### config.mk
export PLATFORM = sky130hd
export DESIGN_NAME = rx_intf_dma_sched_flat
export DESIGN_NICKNAME = d
export VERILOG_FILES = /design/src/rtl/rx_intf_dma_sched_if.sv /design/src/rtl/rx_intf_dma_sched.sv /design/src/flat_wrapper.sv
export SDC_FILE = /design/constraint.sdc
export NUM_CORES = 1
export LEC_CHECK = 0
export CORE_MARGIN = 5
export CORE_UTILIZATION = 50
export CTS_BUF_LIST = sky130_fd_sc_hd__clkbuf_4
export DETAILED_ROUTE_END_ITERATION = 10
export GPL_TIMING_DRIVEN = 0
export HOLD_SLACK_MARGIN = 0.12
export PLACE_DENSITY = 0.85
export REMOVE_ABC_BUFFERS = 1
export SLEW_MARGIN = 10
export SYNTH_ARGS = -nofsm -noshare
export SYNTH_HDL_FRONTEND = slang
export SYNTH_SLANG_ARGS = --single-unit
### constraint.sdc
create_clock -name clk -period 2.6 [get_ports clk]
set_input_delay 0.52 -clock clk [delete_from_list [all_inputs] [get_ports clk]]
set_output_delay 0.52 -clock clk [all_outputs]
set_load 0.01 [all_outputs]
### src/rtl/rx_intf_dma_sched_if.sv
// Descriptor intake and stream-launch signals between RX logic, the scheduler and the DMA stream slave.
interface rx_intf_dma_sched_if #(
  parameter int MAX_BIT_NUM_DMA_SYMBOL = 14
);
  logic                              pkt_valid;
  logic                              pkt_ready;
  logic [MAX_BIT_NUM_DMA_SYMBOL-1:0] pkt_num_symbol;
  logic [MAX_BIT_NUM_DMA_SYMBOL-1:0] dma_num_symbol;
  logic                              dma_start;
  logic                              beat_fire;
  logic                              tlast_out;

  // master: the scheduler; slave: descriptor source plus stream beat monitor
  modport master (
    input  pkt_valid, pkt_num_symbol, beat_fire,
    output pkt_ready, dma_num_symbol, dma_start, tlast_out
  );
  modport slave (
    output pkt_valid, pkt_num_symbol, beat_fire,
    input  pkt_ready, dma_num_symbol, dma_start, tlast_out
  );
endinterface

### src/rtl/rx_intf_dma_sched.sv
// Queues RX packet descriptors and launches one AXI-Stream DMA transfer per descriptor,
// tracking beats, flagging the last beat and raising done/timeout events.
module rx_intf_dma_sched #(
  parameter int MAX_BIT_NUM_DMA_SYMBOL = 14,
  parameter int DESC_DEPTH_LOG2        = 2,
  parameter int TIMEOUT_WIDTH          = 16
) (
  input  logic                       clk,
  input  logic                       rst,
  input  logic                       enable,
  input  logic [TIMEOUT_WIDTH-1:0]   timeout_cfg,
  rx_intf_dma_sched_if.master        dma,
  output logic                       busy,
  output logic [DESC_DEPTH_LOG2:0]   queue_count,
  output logic                       irq_done,
  output logic                       irq_timeout,
  output logic [7:0]                 zero_len_cnt
);
  localparam int SW    = MAX_BIT_NUM_DMA_SYMBOL;
  localparam int DEPTH = 1 << DESC_DEPTH_LOG2;

  typedef enum logic [1:0] {IDLE, START, XFER} state_t;
  state_t state, state_nxt;

  logic [SW-1:0]              q_mem [DEPTH];
  logic [DESC_DEPTH_LOG2-1:0] wr_ptr, rd_ptr;
  logic [SW-1:0]              num_r, beat_cnt;
  logic [TIMEOUT_WIDTH-1:0]   to_cnt;
  logic                       hs, push, pop, zero_hs, last_beat, to_hit, in_xfer;

  assign dma.pkt_ready = !rst && (queue_count < (DESC_DEPTH_LOG2+1)'(DEPTH));
  assign hs        = dma.pkt_valid && dma.pkt_ready;
  assign push      = hs && (dma.pkt_num_symbol != '0);
  assign zero_hs   = hs && (dma.pkt_num_symbol == '0);
  assign pop       = (state == START);
  assign in_xfer   = (state == XFER);
  assign last_beat = dma.beat_fire && (beat_cnt == num_r);
  // to_cnt reaches timeout_cfg on this edge; a beat in the same cycle wins
  assign to_hit    = !dma.beat_fire && (timeout_cfg != '0) && (to_cnt == timeout_cfg - 1'b1);

  assign dma.dma_start      = (state == START);
  assign dma.dma_num_symbol = num_r;
  assign dma.tlast_out      = in_xfer && (beat_cnt == num_r);
  assign busy               = (state != IDLE);

  always_comb begin
    state_nxt = state;
    case (state)
      IDLE:    if (enable && queue_count != '0) state_nxt = START;
      START:   state_nxt = XFER;
      XFER:    if (last_beat || to_hit) state_nxt = IDLE;
      default: state_nxt = IDLE;
    endcase
  end

  // descriptor storage needs no reset: only entries counted by queue_count are read
  always_ff @(posedge clk) begin
    if (push) q_mem[wr_ptr] <= dma.pkt_num_symbol;
  end

  always_ff @(posedge clk) begin
    if (rst) begin
      state        <= IDLE;
      wr_ptr       <= '0;
      rd_ptr       <= '0;
      queue_count  <= '0;
      num_r        <= '0;
      beat_cnt     <= '0;
      to_cnt       <= '0;
      irq_done     <= 1'b0;
      irq_timeout  <= 1'b0;
      zero_len_cnt <= '0;
    end else begin
      state       <= state_nxt;
      irq_done    <= in_xfer && last_beat;
      irq_timeout <= in_xfer && to_hit;

      if (push) wr_ptr <= wr_ptr + 1'b1;
      if (push && !pop)      queue_count <= queue_count + 1'b1;
      else if (pop && !push) queue_count <= queue_count - 1'b1;

      if (pop) begin
        rd_ptr   <= rd_ptr + 1'b1;
        num_r    <= q_mem[rd_ptr] - 1'b1;
        beat_cnt <= '0;
        to_cnt   <= '0;
      end else if (in_xfer) begin
        if (dma.beat_fire) begin
          if (!last_beat) beat_cnt <= beat_cnt + 1'b1;
          to_cnt <= '0;
        end else begin
          to_cnt <= to_cnt + 1'b1;
        end
      end

      if (zero_hs && zero_len_cnt != 8'hFF) zero_len_cnt <= zero_len_cnt + 1'b1;
    end
  end
endmodule

### src/flat_wrapper.sv
// flat-port wrapper written by rule: the top's interface ports become plain ports
module rx_intf_dma_sched_flat 
#(
  parameter int MAX_BIT_NUM_DMA_SYMBOL = 14,
  parameter int DESC_DEPTH_LOG2        = 2,
  parameter int TIMEOUT_WIDTH          = 16
)
  (clk, rst, enable, timeout_cfg, busy, queue_count, irq_done, irq_timeout, zero_len_cnt, dma_pkt_valid, dma_pkt_num_symbol, dma_beat_fire, dma_pkt_ready, dma_dma_num_symbol, dma_dma_start, dma_tlast_out);
  rx_intf_dma_sched_if #(.MAX_BIT_NUM_DMA_SYMBOL(MAX_BIT_NUM_DMA_SYMBOL)) dma_i ();
  input  logic clk;
  input  logic rst;
  input  logic enable;
  input  logic [TIMEOUT_WIDTH-1:0] timeout_cfg;
  output logic busy;
  output logic [DESC_DEPTH_LOG2:0] queue_count;
  output logic irq_done;
  output logic irq_timeout;
  output logic [7:0] zero_len_cnt;
  input wire logic [$bits(dma_i.pkt_valid)-1:0] dma_pkt_valid;
  input wire logic [$bits(dma_i.pkt_num_symbol)-1:0] dma_pkt_num_symbol;
  input wire logic [$bits(dma_i.beat_fire)-1:0] dma_beat_fire;
  output wire logic [$bits(dma_i.pkt_ready)-1:0] dma_pkt_ready;
  output wire logic [$bits(dma_i.dma_num_symbol)-1:0] dma_dma_num_symbol;
  output wire logic [$bits(dma_i.dma_start)-1:0] dma_dma_start;
  output wire logic [$bits(dma_i.tlast_out)-1:0] dma_tlast_out;
  assign dma_i.pkt_valid = dma_pkt_valid;
  assign dma_i.pkt_num_symbol = dma_pkt_num_symbol;
  assign dma_i.beat_fire = dma_beat_fire;
  assign dma_pkt_ready = dma_i.pkt_ready;
  assign dma_dma_num_symbol = dma_i.dma_num_symbol;
  assign dma_dma_start = dma_i.dma_start;
  assign dma_tlast_out = dma_i.tlast_out;
  rx_intf_dma_sched #(.MAX_BIT_NUM_DMA_SYMBOL(MAX_BIT_NUM_DMA_SYMBOL), .DESC_DEPTH_LOG2(DESC_DEPTH_LOG2), .TIMEOUT_WIDTH(TIMEOUT_WIDTH)) u_core (.clk(clk), .rst(rst), .enable(enable), .timeout_cfg(timeout_cfg), .dma(dma_i), .busy(busy), .queue_count(queue_count), .irq_done(irq_done), .irq_timeout(irq_timeout), .zero_len_cnt(zero_len_cnt));
endmodule
== Yosys cells after proc, flatten, opt, wreduce, memory -nomap -nowiden ==
Memory sizes are Yosys's and may differ from the RTL's. A register that Yosys moved wholly into a read port is not among the register bits.
Cells that the tools add are included.
W data, S select, Z words.

* Bits in registers: 63
* RAM bits: 56
* Input bits: 35
* Output and inout bits: 31
* Logic and storage cells: 68
* Memories kept: 1

* $add $sub $neg: 9
* Order comparisons: 1
* Equality and inequality tests: 7
* Muxes and demuxes: 10
* Bitwise operators: 1
* Reduce and logical (&&, ||, !) cells: 29

{| class="wikitable"
|+ Memory list
! name !! depth !! width !! rd ports !! clocked after Yosys merged registers in !! write ports !! RTL line !! text
|-
| u_core.q_mem || 4 || 14 || 1 || 1 || 1 || rx_intf_dma_sched.sv:25 || <nowiki>logic [SW-1:0] q_mem [DEPTH];</nowiki>
|}

{| class="wikitable"
|+ Operator list
! operator !! count
|-
| $add A16 B1 Y16 const B || 1
|-
| $eq A16 B16 Y1 || 1
|-
| $mux W16 || 1
|-
| $reduce_bool A16 Y1 || 1
|-
| $sub A16 B1 Y16 const B || 1
|-
| $add A14 B1 Y14 const B || 1
|-
| $eq A14 B14 Y1 || 1
|-
| $logic_and A1 B1 Y1 || 14
|-
| $logic_not A14 Y1 || 1
|-
| $reduce_bool A14 Y1 || 1
|-
| $sub A14 B1 Y14 const B || 1
|-
| $add A8 B1 Y8 const B || 1
|-
| $mux W2 || 4
|-
| $ne A8 B8 Y1 const B || 1
|-
| $mux W3 || 2
|-
| $pmux W2 S3 || 1
|-
| $add A2 B1 Y2 const B || 2
|-
| $logic_not A1 Y1 || 4
|-
| $reduce_bool A2 Y1 || 2
|-
| $add A3 B1 Y3 const B || 1
|-
| $lt A3 B3 Y1 const B || 1
|-
| $reduce_and A3 Y1 || 1
|-
| $reduce_bool A3 Y1 || 1
|-
| $sub A3 B1 Y3 const B || 1
|-
| other kinds (10) || 11
|}

== Logic depth before layout (Yosys ltp) ==
* Depth in word-level cells: 8
* Mapped depth: 10
* Gate-level depth less buffers: 9

== Worst setup path after synthesis ==
Ideal clock, no wire load.

* Path kind: in2reg
* Start point: input port timeout_cfg[0]
* End point: register u_core.state[1]
* Setup time: 0.132 ns
* Arrival time: 2.575 ns
* Required time: 2.468 ns
* Setup slack: -0.107 ns
* Stages: 9
* Buffers on the path: 1
* Cell sequence: inv_1 > ha_1 > or4b_2 > clkbuf_1 > nor4_1 > xnor2_1 > o2111ai_1 > a2111oi_0 > nor3_1

* Longest elaborated chain between the ends: 6
* Elaborated cells between the ends (all ways): 8
* Those cells by class: 1 x add/sub; 2 x eq/ne; 5 x reduce/logical

{| class="wikitable"
|+ RTL lines
! item !! RTL line !! text
|-
| start, declared || flat_wrapper.sv:13 || <nowiki>input logic [TIMEOUT_WIDTH-1:0] timeout_cfg;</nowiki>
|-
| $sub A16 B1 Y16 / $reduce_bool A16 Y1 (equally long branches) || rx_intf_dma_sched.sv:39 || <nowiki>assign to_hit = !dma.beat_fire && (timeout_cfg != '0) && (to_cnt == timeout_cfg - 1'b1);</nowiki>
|-
| $eq A16 B16 Y1 / $logic_and A1 B1 Y1 (equally long branches) || rx_intf_dma_sched.sv:39 ||
|-
| $logic_and A1 B1 Y1 (*) || rx_intf_dma_sched.sv:39 ||
|-
| $logic_or A1 B1 Y1 (*) || rx_intf_dma_sched.sv:51 || <nowiki>XFER: if (last_beat || to_hit) state_nxt = IDLE;</nowiki>
|-
| $ne A2 B2 Y1 (no line) (*) || - ||
|-
| $reduce_and A2 Y1 (no line) (*) || - ||
|-
| end signal, assigned || rx_intf_dma_sched.sv:74 || <nowiki>state <= state_nxt;</nowiki>
|-
| end, declared || rx_intf_dma_sched.sv:23 || <nowiki>state_t state, state_nxt;</nowiki>
|}

Every way passes the cells marked *; elsewhere a longest branch is shown, timed or not.
A chain may end at the register's enable or synchronous reset.

== Worst setup path after layout ==
* Start point: input port timeout_cfg[6]
* End point: register u_core.state[1]

Same word-level chain as after synthesis.

==> summary.txt <==
Run status
  • Outcome: complete, but fails checks
  • Failing checks: setup timing

CTS
  • CTS H-tree depth: 4
  • Clk pin slew, worst setup/hold paths: roughly 130 ps
  • TritonCTS Buffers: 17
  • Clk_lat worst skew: approximately 540 ps
  • Num Clock Sinks: ~120
  • CTS tree: built
  • Maximum root-to-sink buffer count: 2
  • CTS root buf: clkbuf_4

STA
  • Final worst slack: -2.19 ps
  • Final Hold Fails: 0
  • Post-route minimum period: roughly 2600 ps
  • Final setup vio count: 1
  • Relative slew slack: 0.496
  • Fmax: 384 MHz
  • Least-Margin Pin Slew: 755 ps
  • Max-slew violations: 0
  • Setup TNS: -2.19 ps
  • Unrepaired setup endpoints after global routing: true
  • Period utilisation layout: 1.00
  • Min Hold Slack: 514 ps
  • Clock Skew: ~20 ps

Place
  • IO Port Bufs: 65
  • GP Congestion: about 0.95
  • Dpl hpwl: about 8600 um
  • Area post-placement: about 0.0065 mm2
  • # placed instances: around 720
  • Setup WS pre-CTS: -1030 ps

Route
  • Routed wire per std cell: 16.9 um
  • Post-route ant nets: 0
  • Remaining DRCs: 0
  • First-pass DRT Iterations: 7
  • Via count: 4239
  • Avg Vias per Cell: approximately 5.6
  • Total routed wirelength: roughly 13000 um
  • Initial drt markers: roughly 260

Yosys
  • Ys async rst share: 0
  • Cell Area, Synth: about 0.0058 mm2
  • Adder-cell share of the synthesized area: 0.0272
  • Post-synth EDFFs: 56
  • Warnings from Yosys: 0
  • Post-Synth XOR/XNOR Area: 0.113
  • Post-Syn Area per Cell: 11.0 um2
  • Combinational family with the most area after synthesis: simple AND/OR/NAND/NOR gates
  • Main synth FF type: dfxtp_1
  • Post-synthesis mux area share: 0.0682
  • Post-synth cell types: between 50 and 60
  • Simple-gate share of the synthesized area: 0.198
  • #FFs+latches synth: 121
  • Cells after synthesis: around 530
  • Sequential share of the synthesized area: 0.515
  • Synth Area in Compound Gates: 0.0559

Final layout
  • Area occupied by multi-input gates: around 0.0028 mm2
  • Post-route design area: 0.00712 mm2
  • Layout cells sized above 1: 0.193
  • Filler Cell Count: around 870
  • Most frequent cells in the layout: nor2_1, clkdlybuf4s50_1, edfxtp_1
  • Register area: 0.00303 mm2
  • Nets: 651
  • Layout area overhead: 22.9%
  • Fin cells: roughly 760
  • Commonest non-fill, non-tap cell in the layout: nor2_1
  • Final core utilization: 0.626

Global routing
  • First-pass GRT wire length: approximately 21000 um
  • GRT busiest layer: met2
  • Met1 Usage GRT: 0.221
  • Initial antenna violation count: 1
  • Number of global-route vias before repair: around 4300
  • All-layer global routing usage: 0.181
  • Global routing usage on met3: 0.0404
  • GRT met2 Usage: 0.311
  • Largest net degree at the start of global routing: 39
  • Total gr overflow: 0

Setup path
  • Critical path endpoint category: flop
  • CP max FO: 7
  • Crit path DAT: approximately 3000 ps
  • CP Data Required Time: approximately 3000 ps
  • CP Launch Type: input port
  • Setup CP Type: input port to flop

Die
  • Placement Rows: 39
  • Die Area: ~0.014 mm2
  • Die W: approximately 120 um
  • Top-Level Pins: 66
  • Core Area: 0.0114 mm2
  • Initial Utilization: 0.510
  • Die Y: between 100 and 150 um

Power and ir drop
  • Peak VDD IR: approximately 410 uV
  • Static leakage: 2.34 nW
  • Power Total: around 5 mW
  • PD cells: 706 mW/mm2

Job
  • Max-capacitance violation count: 0

Worst hold path
  • Worst Hold Class: flop to flop
## metal layers
layer / up-vias / share of wire
met3: 29 / 0.039
li1: 2077 / -
met5: - / 0
met1: 2027 / 0.42
met2: 106 / 0.52
met4: 0 / 0.023
## worst max-delay path, cell delays in order
cell,delay (ps)
clkdlybuf4s50_1,490
or4_4,610
or4_4,530
mux2i_1,240
o21ai_1,110
a2111oi_2,400
nor3_1,90
## power breakdown
part | leakage (nW) | total, mW | internal [mW] | switching (mW)
combinational | 1.15 | 1.43 | 0.705 | 0.722
clock | 0.148 | 1.33 | 0.514 | 0.815
sequential | 1.05 | 2.27 | 2.14 | 0.135
## cell usage after synthesis (all sizes together) (11+ instances only)
| library cell | count | area, um2 |
|---|---|---|
| mux4 | 14 | 315 |
| ha | 11 | 138 |
| xor2 | 25 | 219 |
| nand2 | 35 | 131 |
| nand3 | 12 | 60.1 |
| nor4 | 17 | 121 |
| nor3 | 12 | 60.1 |
| nor2 | 75 | 282 |
| xnor2 | 50 | 438 |
| nand4 | 12 | 75.1 |
| dfxtp | 65 | 1300 |
| a211oi | 11 | 87.6 |
| clkbuf | 17 | 63.8 |
| edfxtp | 56 | 1680 |
## area by class of cell
type	instances	share of cell area
Clock inverter	15	0.0218
Antenna cell	1	0.000351
Inverter	11	0.00650
Sequential cell	121	0.426
Clock buffer	17	0.0179
Multi-Input combinational cell	374	0.396
Tap cell	143	0.0251
Timing Repair Buffer	79	0.107
## state kept, by name, summed over array words and instances, names as in the netlist, named ones only
name and flops:
u_core.q_mem 56, u_core.to_cnt 16, u_core.beat_cnt 14, u_core.dma.dma_num_symbol 14
u_core.zero_len_cnt 8, u_core.queue_count 3, u_core.rd_ptr 2, u_core.state 2
u_core.wr_ptr 2, u_core.irq_done 1, u_core.irq_timeout 1
## repair_timing
| item | CTS | global route |
|---|---|---|
| buffers inserted | 5 | 8 |
| hold buffers | 0 | 0 |
| pin swaps | 3 | 10 |
| setup endpoints to repair | 16 | 18 |
| gates resized for setup | 29 | 42 |
## path summary, 6_finish.rpt
path,startpoint,endpoint,slack [ps],depth (start not counted)
hold / removal,u_core.beat_cnt[13]$_SDFFE_PP0P_,u_core.beat_cnt[13]$_SDFFE_PP0P_,510,2
setup reg to reg,flop,u_core.dma.dma_num_symbol[13]$_SDFFE_PP0P_,100,7
hold reg to reg,u_core.beat_cnt[13]$_SDFFE_PP0P_,u_core.beat_cnt[13]$_SDFFE_PP0P_,510,2
setup / recovery,timeout_cfg[6],u_core.state[1]$_SDFFE_PP0P_,-2,7
## logic make-up (layout without fill, tap and decap cells)
group                      after synthesis  count (layout)
and+or+nand+nor                        219             219
buffers and inverters                   32             122
xor gates and xnor gates                75              75
AOI/OAI and AO/OA                       46              46
DFF                                    121             121
adders and majority gates               12              12
muxes                                   22              22
other                                    0               1
(Power assumes the default switching activity.)
